**src/rtl/uart_rx_pkg.sv**
```systemverilog
// Shared definitions for the oversampling UART receiver: FSM encoding,
// default frame geometry and the three-sample majority function.
package uart_rx_pkg;

  localparam int DIVISION_DEF  = 16;
  localparam int DATA_BITS_DEF = 8;

  typedef enum logic [1:0] {
    IDLE  = 2'd0,
    START = 2'd1,
    DATA  = 2'd2,
    STOP  = 2'd3
  } rx_state_e;

  function automatic logic maj3(input logic a, input logic b, input logic c);
    return (a & b) | (a & c) | (b & c);
  endfunction

endpackage

```
**src/rtl/uart_rx_vote.sv**
```systemverilog
// Captures the synchronized line at the three mid-bit ticks and presents the
// majority of those samples for the current bit.
module uart_rx_vote
  import uart_rx_pkg::*;
#(
  parameter int DIVISION = DIVISION_DEF,
  parameter int TICK_W   = $clog2(DIVISION)
) (
  input  logic              clk,
  input  logic              rst_n,
  input  logic              sampling,
  input  logic              active,
  input  logic [TICK_W-1:0] tick_cnt,
  input  logic              rx_s,
  output logic              vote
);

  localparam int HALF = DIVISION / 2;

  logic [2:0] at_tick;
  logic [2:0] samp_reg;

  for (genvar gi = 0; gi < 3; gi++) begin : g_tick_match
    assign at_tick[gi] = (tick_cnt == TICK_W'(HALF - 1 + gi));
  end

  always_ff @(posedge clk or negedge rst_n) begin
    if (!rst_n) begin
      samp_reg <= 3'b111;
    end else if (sampling && active) begin
      for (int i = 0; i < 3; i++) begin
        if (at_tick[i]) samp_reg[i] <= rx_s;
      end
    end
  end

  // On the last sample tick the third sample is taken live, so a decision
  // made on that very pulse (stop bit) already sees the full vote.
  assign vote = at_tick[2] ? maj3(samp_reg[0], samp_reg[1], rx_s)
                           : maj3(samp_reg[0], samp_reg[1], samp_reg[2]);

endmodule

```
**src/rtl/uart_rx_ctrl.sv**
```systemverilog
// Oversampling UART receiver: 2-flop synchronizer, start/data/stop FSM
// advanced only by the sampling strobe, majority-voted bit recovery.
module uart_rx_ctrl
  import uart_rx_pkg::*;
#(
  parameter int DIVISION  = DIVISION_DEF,
  parameter int DATA_BITS = DATA_BITS_DEF
) (
  input  logic                 clk,
  input  logic                 rst_n,
  input  logic                 sampling,
  input  logic                 rx,
  input  logic                 en,
  output logic [DATA_BITS-1:0] rx_data,
  output logic                 rx_valid,
  output logic                 frame_err,
  output logic                 busy
);

  localparam int TICK_W = $clog2(DIVISION);
  localparam int BIT_W  = $clog2(DATA_BITS + 1);

  localparam logic [TICK_W-1:0] LAST_TICK = TICK_W'(DIVISION - 1);
  localparam logic [TICK_W-1:0] STOP_TICK = TICK_W'(DIVISION / 2 + 1);
  localparam logic [BIT_W-1:0]  LAST_BIT  = BIT_W'(DATA_BITS - 1);

  logic                 rx_meta_reg;
  logic                 rx_s;
  rx_state_e            state_reg;
  logic [TICK_W-1:0]    tick_reg;
  logic [BIT_W-1:0]     bit_reg;
  logic [DATA_BITS-1:0] shift_reg;
  logic                 vote;
  logic                 bit_end;

  always_ff @(posedge clk or negedge rst_n) begin
    if (!rst_n) begin
      rx_meta_reg <= 1'b1;
      rx_s        <= 1'b1;
    end else begin
      rx_meta_reg <= rx;
      rx_s        <= rx_meta_reg;
    end
  end

  uart_rx_vote #(
    .DIVISION (DIVISION),
    .TICK_W   (TICK_W)
  ) u_vote (
    .clk      (clk),
    .rst_n    (rst_n),
    .sampling (sampling),
    .active   (state_reg != IDLE),
    .tick_cnt (tick_reg),
    .rx_s     (rx_s),
    .vote     (vote)
  );

  assign bit_end = (tick_reg == LAST_TICK);

  always_ff @(posedge clk or negedge rst_n) begin
    if (!rst_n) begin
      state_reg <= IDLE;
      tick_reg  <= '0;
      bit_reg   <= '0;
      shift_reg <= '0;
      rx_data   <= '0;
      rx_valid  <= 1'b0;
      frame_err <= 1'b0;
      busy      <= 1'b0;
    end else begin
      rx_valid  <= 1'b0;
      frame_err <= 1'b0;
      if (sampling) begin
        tick_reg <= bit_end ? '0 : tick_reg + TICK_W'(1);
        case (state_reg)
          IDLE: begin
            tick_reg <= '0;
            if (en && !rx_s) begin
              // this pulse is tick 0 of the start bit
              state_reg <= START;
              tick_reg  <= TICK_W'(1);
              busy      <= 1'b1;
            end
          end
          START: begin
            if (bit_end) begin
              if (vote) begin
                state_reg <= IDLE;
                busy      <= 1'b0;
              end else begin
                state_reg <= DATA;
                bit_reg   <= '0;
              end
            end
          end
          DATA: begin
            if (bit_end) begin
              shift_reg <= {vote, shift_reg[DATA_BITS-1:1]};
              bit_reg   <= bit_reg + BIT_W'(1);
              if (bit_reg == LAST_BIT) begin
                state_reg <= STOP;
                bit_reg   <= '0;
              end
            end
          end
          STOP: begin
            // decide at the last mid-bit sample so the next start edge is
            // seen on the very next pulse
            if (tick_reg == STOP_TICK) begin
              state_reg <= IDLE;
              tick_reg  <= '0;
              busy      <= 1'b0;
              if (vote) begin
                rx_data  <= shift_reg;
                rx_valid <= 1'b1;
              end else begin
                frame_err <= 1'b1;
              end
            end
          end
          default: begin
            state_reg <= IDLE;
            busy      <= 1'b0;
          end
        endcase
      end
    end
  end

endmodule
```
**config.mk**
```make
export PLATFORM = sky130hd
export DESIGN_NAME = uart_rx_ctrl
export DESIGN_NICKNAME = d
export VERILOG_FILES = /design/src/rtl/uart_rx_pkg.sv /design/src/rtl/uart_rx_vote.sv /design/src/rtl/uart_rx_ctrl.sv
export SDC_FILE = /design/constraint.sdc
export NUM_CORES = 1
export LEC_CHECK = 0
export CAP_MARGIN = 40
export CORE_AREA = 3 3 75 77
export DETAILED_ROUTE_END_ITERATION = 10
export DIE_AREA = 0 0 78 80
export DONT_BUFFER_PORTS = 1
export PLACE_DENSITY = 0.58
export SLEW_MARGIN = 20
export SYNTH_ARGS = -nofsm -noshare
export SYNTH_HDL_FRONTEND = slang
export SYNTH_HIERARCHICAL = 1
export SYNTH_SLANG_ARGS = --single-unit
```
**constraint.sdc**
```tcl
create_clock -name clk -period 2.85 [get_ports clk]
set_input_delay 0.285 -clock clk [delete_from_list [all_inputs] [get_ports clk]]
set_output_delay 0.285 -clock clk [all_outputs]
set_load 0.05 [all_outputs]
```
# --- Word level (Yosys, flattened, before mapping) ---
# Cells that the tools add are included.
# W data, S select, Z words.
totals:
  elab_cells: 84
  n_memories: 0
  output_inout_bits: 11
  mem_bits_ro: 0
  latch_bits: 0
  ff_bits: 34
  input_bits: 5
  ram_bits: 0
classes:
  mux: 30
  n_reduce_logical: 15
  n_shift: 0
  multipliers: 0
  bitwise: 9
  order_cmp: 0
  n_div: 0
  n_addsub: 2
  n_eq_ne: 15
op_table:
  columns: ["cell", "n"]
  rows:
  - ["$mux W4", 6]
  - ["$pmux W4 S2", 2]
  - ["$mux W1", 14]
  - ["$eq A4 B4 Y1 const B", 3]
  - ["$mux W2", 6]
  - ["$ne A2 B2 Y1 const B", 6]
  - ["$reduce_and A6 Y1", 2]
  - ["$add A4 B1 Y4 const B", 2]
  - ["$eq A4 B3 Y1 const B", 2]
  - ["$pmux W2 S4", 1]
  - ["$reduce_and A2 Y1", 3]
  - ["$and A1 B1 Y1", 5]
  - ["$reduce_and A5 Y1", 1]
  - ["$eq A2 B2 Y1 const B", 2]
  - ["$or A1 B1 Y1", 4]
  - ["$reduce_and A4 Y1", 1]
  - ["$reduce_bool A2 Y1", 2]
  - ["$pmux W1 S3", 1]
  - ["$reduce_and A3 Y1", 1]
  - ["$reduce_bool A3 Y1", 1]
  - ["$eq A2 B1 Y1 const B", 1]
  - ["$logic_and A1 B1 Y1", 2]
  - ["$logic_not A2 Y1", 1]
  - ["$ne A2 B1 Y1 const B", 1]
  - ["$logic_not A1 Y1", 1]

# --- Longest topological paths before layout ---
depth:
  word_depth: 8
  mapped_depth: 7

# --- Hierarchy ---
# Netlist, hierarchy kept.
modules_own_cells:
  columns: ["mod", "instances", "cells_each", "area_each_um2"]
  rows:
  - ["uart_rx_ctrl", 1, 117, 1445.1]
  - ["uart_rx_vote", 1, 15, 185.2]

# --- Worst setup path after synthesis ---
# OpenSTA, ideal clock, no wires.
synth_path:
  kind: "reg2reg"
  from: "reg tick_reg[2]"
  to: "reg bit_reg[3]"
  period_less_slack_ns: 2.066
  path_slack_ns: 0.784
  stages_incl_launch_ff: 8
  arrival_time_ns: 2.000
  n_path_buf: 0
  path_cell_list: "dfrtp_1 -> and4bb_1 -> mux2_4 -> maj3_2 -> nor2b_1 -> o21ai_2 -> o21ai_0 -> a22o_1"
synth_between:
  elab_chain_cells: 4
  word_cells_on_any_way: 7
  cone_classes: "eq/ne (5); mux (1); reduce/logical (1)"
synth_lines:
  columns: ["element", "line_no", "text"]
  rows:
  - ["start: declaration", "uart_rx_ctrl.sv:30", "logic [TICK_W-1:0] tick_reg;"]
  - ["start signal: assignment", "uart_rx_ctrl.sv:75", "tick_reg <= bit_end ? '0 : tick_reg + TICK_W'(1);"]
  - ["$eq A4 B4 Y1", "uart_rx_vote.sv:24", "assign at_tick[gi] = (tick_cnt == TICK_W'(HALF - 1 + gi));"]
  - ["$mux W1", "uart_rx_vote.sv:39", "assign vote = at_tick[2] ? maj3(samp_reg[0], samp_reg[1], rx_s)"]
  - ["named net vote", "uart_rx_ctrl.sv:33", "logic vote;"]
  - ["$ne A2 B2 Y1 (no line)", null, null]
  - ["$reduce_and A5 Y1 (no line)", null, null]
  - ["end signal: assignment", "uart_rx_ctrl.sv:100", "bit_reg <= bit_reg + BIT_W'(1);"]
  - ["end: declaration", "uart_rx_ctrl.sv:31", "logic [BIT_W-1:0] bit_reg;"]
# The timed path passes the listed nets, and every way through them passes these cells.
# A chain may end at the register's enable or synchronous reset.

# --- Final worst setup path ---
layout_path:
  from: "reg tick_reg[2]"
  to: "reg bit_reg[2]"
# Same word-level chain as after synthesis.

==> impl_results.rst <==
.. list-table::
   :header-rows: 1

   * - Metric
     - Value
   * - Transition time at the pin with the least slew margin
     - roughly 0.53 ns
   * - Fraction of the mapped netlist area in compound gates
     - around 8.4%
   * - Max_slew headroom
     - 64.49%
   * - Number of cells on the critical path
     - 7
   * - Area growth from synthesis to layout
     - 12.82%
   * - DIE AREA
     - 6240 um^2
   * - Utilization after layout
     - 36.24%
   * - Multiplexer area fraction after synthesis
     - 14.74%
   * - Number of global-route vias before repair
     - 1055
   * - Hold path cells
     - 1
   * - IO buf count
     - 0
   * - Worst-case hold slack
     - approximately 0.08 ns
   * - Netlist Area Pre-Place
     - 1630 um^2
   * - Proportion of synthesized chip area in sequential cells
     - 52.57%
   * - Final setup violation count
     - 0
   * - Insertion delay to the later sink of the worst-skew pair
     - 0.29 ns
   * - Antenna Cells
     - 0
   * - Maximum net fanout on the critical path
     - 8
   * - Maximum number of pins on one net before global-route repair
     - 35
   * - Series of cell instances along the critical path
     - and4bb_1 -> mux2_4 -> maj3_2 -> nor2b_1 -> o21ai_2 -> o21ai_0 -> a22o_1
   * - Initial cell density of the core
     - 32.13%
   * - Root Driver
     - sky130_fd_sc_hd__clkbuf_8
   * - #FFs+latches synth
     - 34
   * - Critical path type
     - reg -> reg
   * - Worst path top cell family by delay
     - simple AND/OR/NAND/NOR gates
   * - CTS H-tree lvls
     - 2
   * - Power per cell area
     - just under 800 nW/um^2
   * - Share of cells above drive strength 1
     - approximately 30%
   * - Share of the clock period used by the worst path after layout
     - 78.63%
   * - Clock tree from TritonCTS
     - done
   * - Mean instance size in the synthesized netlist
     - 12.35 um^2
   * - Total CTS buffers
     - 5
   * - Synthesized-area fraction occupied by adder cells
     - 6.830%
   * - Area leader, netlist
     - sky130_fd_sc_hd__dfrtp_1
   * - Worst Reg2Reg Path Length in Cells
     - 7
   * - Simple-gate portion of the synthesized area
     - 14.43%
   * - Warning count from the yosys run
     - 6
   * - Number of slew-limit violations in the final report
     - 0
   * - Count of endpoints failing hold in the final timing report
     - 0
   * - Layout Nets
     - 153
   * - DRC
     - 0
   * - Data required time of the worst path
     - 3.08 ns
   * - Total power after layout
     - 0.001422 W
   * - Wire length after detailed routing
     - about 2.8 mm
   * - First-pass GRT wire length
     - 4.802 mm
   * - Type of the tightest min-delay check
     - in -> reg
   * - Height of the chip
     - 80 um
   * - Period minus WS final
     - 2.241 ns
   * - Xor/xnor share of the synthesized area
     - roughly 1.1%
   * - Most common cell in the synthesized netlist
     - sky130_fd_sc_hd__dfrtp_1
   * - Arrival time reported for the critical path endpoint
     - 2.47 ns
   * - Core Region
     - between 5000 and 6000 um^2
   * - Result of the run
     - completed
   * - Mapped Cells
     - 132
   * - Worst IR drop on VDD
     - 0.3529 mV
   * - Number of distinct library cells after synthesis
     - 39
   * - Initial DRC Count
     - 45
   * - Final global-route overflow total
     - 0
   * - Unrepaired setup endpoints after global routing
     - no
   * - Main combinational cell family by area after synthesis
     - multiplexers
   * - Top flip-flop cell by instance count after synthesis
     - sky130_fd_sc_hd__dfrtp_1
   * - Top area cells in the synthesized netlist
     - sky130_fd_sc_hd__dfrtp_1, sky130_fd_sc_hd__mux2_2, sky130_fd_sc_hd__dfstp_2
   * - Timing-limited maximum frequency
     - roughly 0.45 GHz
   * - Die Wd
     - 78 um
   * - Largest stage delay on the critical path
     - 0.47 ns
   * - Via count
     - 1024
   * - Static leakage power
     - 0.8697 nW
   * - Worst setup skew after layout
     - 0.004920 ns
   * - Gr usage total
     - 9.932%
   * - Clock slew at reported path FFs
     - 0.07 ns
   * - Count of buffering cells on the critical path with inverters included
     - 0
   * - Placer's final routability congestion estimate
     - 0.8213
   * - Net count of the mapped netlist
     - between 100 and 150
   * - Fraction of post-synthesis cell area in the top cell type by area
     - 44.51%
   * - Post-detail-place hpwl
     - between 2 and 2.5 mm
   * - Top cell types by occurrence after synthesis
     - sky130_fd_sc_hd__dfrtp_1, sky130_fd_sc_hd__mux2_2, sky130_fd_sc_hd__ha_1, sky130_fd_sc_hd__nor2_1, sky130_fd_sc_hd__nand2_1
   * - Share of synthesized flip-flops with an asynchronous set or reset
     - 100.0%
   * - Number of antenna violations at the first check in global routing
     - 0
   * - Number of flops mapped to enable cells by yosys
     - 0
   * - Num rows
     - 26
   * - Routed via count divided by cell count
     - 4.853
   * - Clock sink count
     - 34
   * - Number of primary I/O pins
     - 16
   * - Antenna-violating nets left
     - 0
   * - Fin Setup TNS
     - 0 ns
   * - Mean routed wirelength per cell
     - approximately 13 um
   * - Maximum number of buffers from clock root to sink
     - 2
   * - Startpoint Class
     - flip-flop
   * - Library cell contributing the largest single delay on the critical path
     - sky130_fd_sc_hd__dfrtp_1
   * - Number of iterations in the first detailed-routing pass
     - 4
   * - Max capacitance violation total
     - 0
   * - Critical Path End Type
     - flip-flop
final cells by class:
cell class	instances	area (um^2)
timing repair buffer	3	40.04
clock inverter	1	5.005
tap	70	87.58
inverter	6	22.52
clock buffer	7	86.33
sequential	34	857.1
multi-input combinational	90	740.7
fill	512	3236
cell usage in the layout, fill, tap and decap left out, types with 2 or more instances in the layout:
cell,instances
sky130_fd_sc_hd__xor2_1,2
sky130_fd_sc_hd__nand4_1,2
sky130_fd_sc_hd__nand3_1,2
sky130_fd_sc_hd__ha_1,8
sky130_fd_sc_hd__clkbuf_8,6
sky130_fd_sc_hd__a31oi_1,2
sky130_fd_sc_hd__nand2_1,7
sky130_fd_sc_hd__dfstp_2,5
sky130_fd_sc_hd__a22o_1,2
sky130_fd_sc_hd__a211oi_1,3
sky130_fd_sc_hd__inv_1,6
sky130_fd_sc_hd__mux2_2,19
sky130_fd_sc_hd__nor2b_1,2
sky130_fd_sc_hd__nor3_1,4
sky130_fd_sc_hd__nand2b_1,4
sky130_fd_sc_hd__dlygate4sd3_1,2
sky130_fd_sc_hd__dfrtp_1,29
sky130_fd_sc_hd__nand2_2,2
sky130_fd_sc_hd__o21ai_0,4
sky130_fd_sc_hd__nor2_1,8
path summary, 6_finish.rpt:
check	from	to	slack (ns)
max	tick_reg[2]	bit_reg[2]	0.61
min	sampling	tick_reg[1]	0.08
max reg2reg	tick_reg[2]	bit_reg[2]	0.61
min reg2reg	rx_meta_reg	rx_s	0.36
max in group asynchronous	rst_n	u_vote/samp_reg[1]	2.18
min in group asynchronous	rst_n	tick_reg[3]	0.43
power by group:
group / switching (W) / internal [W] / total [W] / leakage (nW)
clock network: 0.000173 / 0.000195 / 0.000368 / 0.0482
logic: 0.000207 / 0.000174 / 0.000381 / 0.374
registers: 0.000115 / 0.000558 / 0.000673 / 0.448
total: 0.000495 / 0.000927 / 0.00142 / 0.870
kinds of logic after synthesis:
family                     Yosys count
and+or+nand+nor                     40
DFF                                 34
xor gates and xnor gates             2
adders and majority gates            9
buffers and inverters                8
AOI/OAI and AO/OA                   18
muxes                               21
metrics by stage:
step	area, um^2	std cells	worst slack [ns]
5_1_grt	1839	211	0.4704
4_1_cts	1839	211	0.6061
3_5_place_dp	1708	200	0.6482
3_3_place_gp	1708	200	0.7015
6_report	1839	211	0.6090
2_1_floorplan	1630	132	0.7842
timing repair:
action | in CTS | in global routing
endpoints found under the hold margin | 35 | 0
resized for setup | 0 | 0
hold buffers | 3 | 0
setup buffers | 0 | 0
layer usage:
layer / vias up / global-route usage (%) / part of all wire, %
met5: - / 0 / 0
met4: 0 / 5.594 / 2.6
met3: 10 / 3.612 / 4.9
met2: 19 / 16.18 / 48
met1: 511 / 11.26 / 45
li1: 484 / - / -
worst reg2reg max path: cells and delay by family (launching register included):
kind	cells	cell delay, ns
fa+ha+maj	1	0.35
simple gates	2	0.56
flops	1	0.47
compound gates	3	0.50
mux	1	0.31
(Power assumes the default switching activity.)
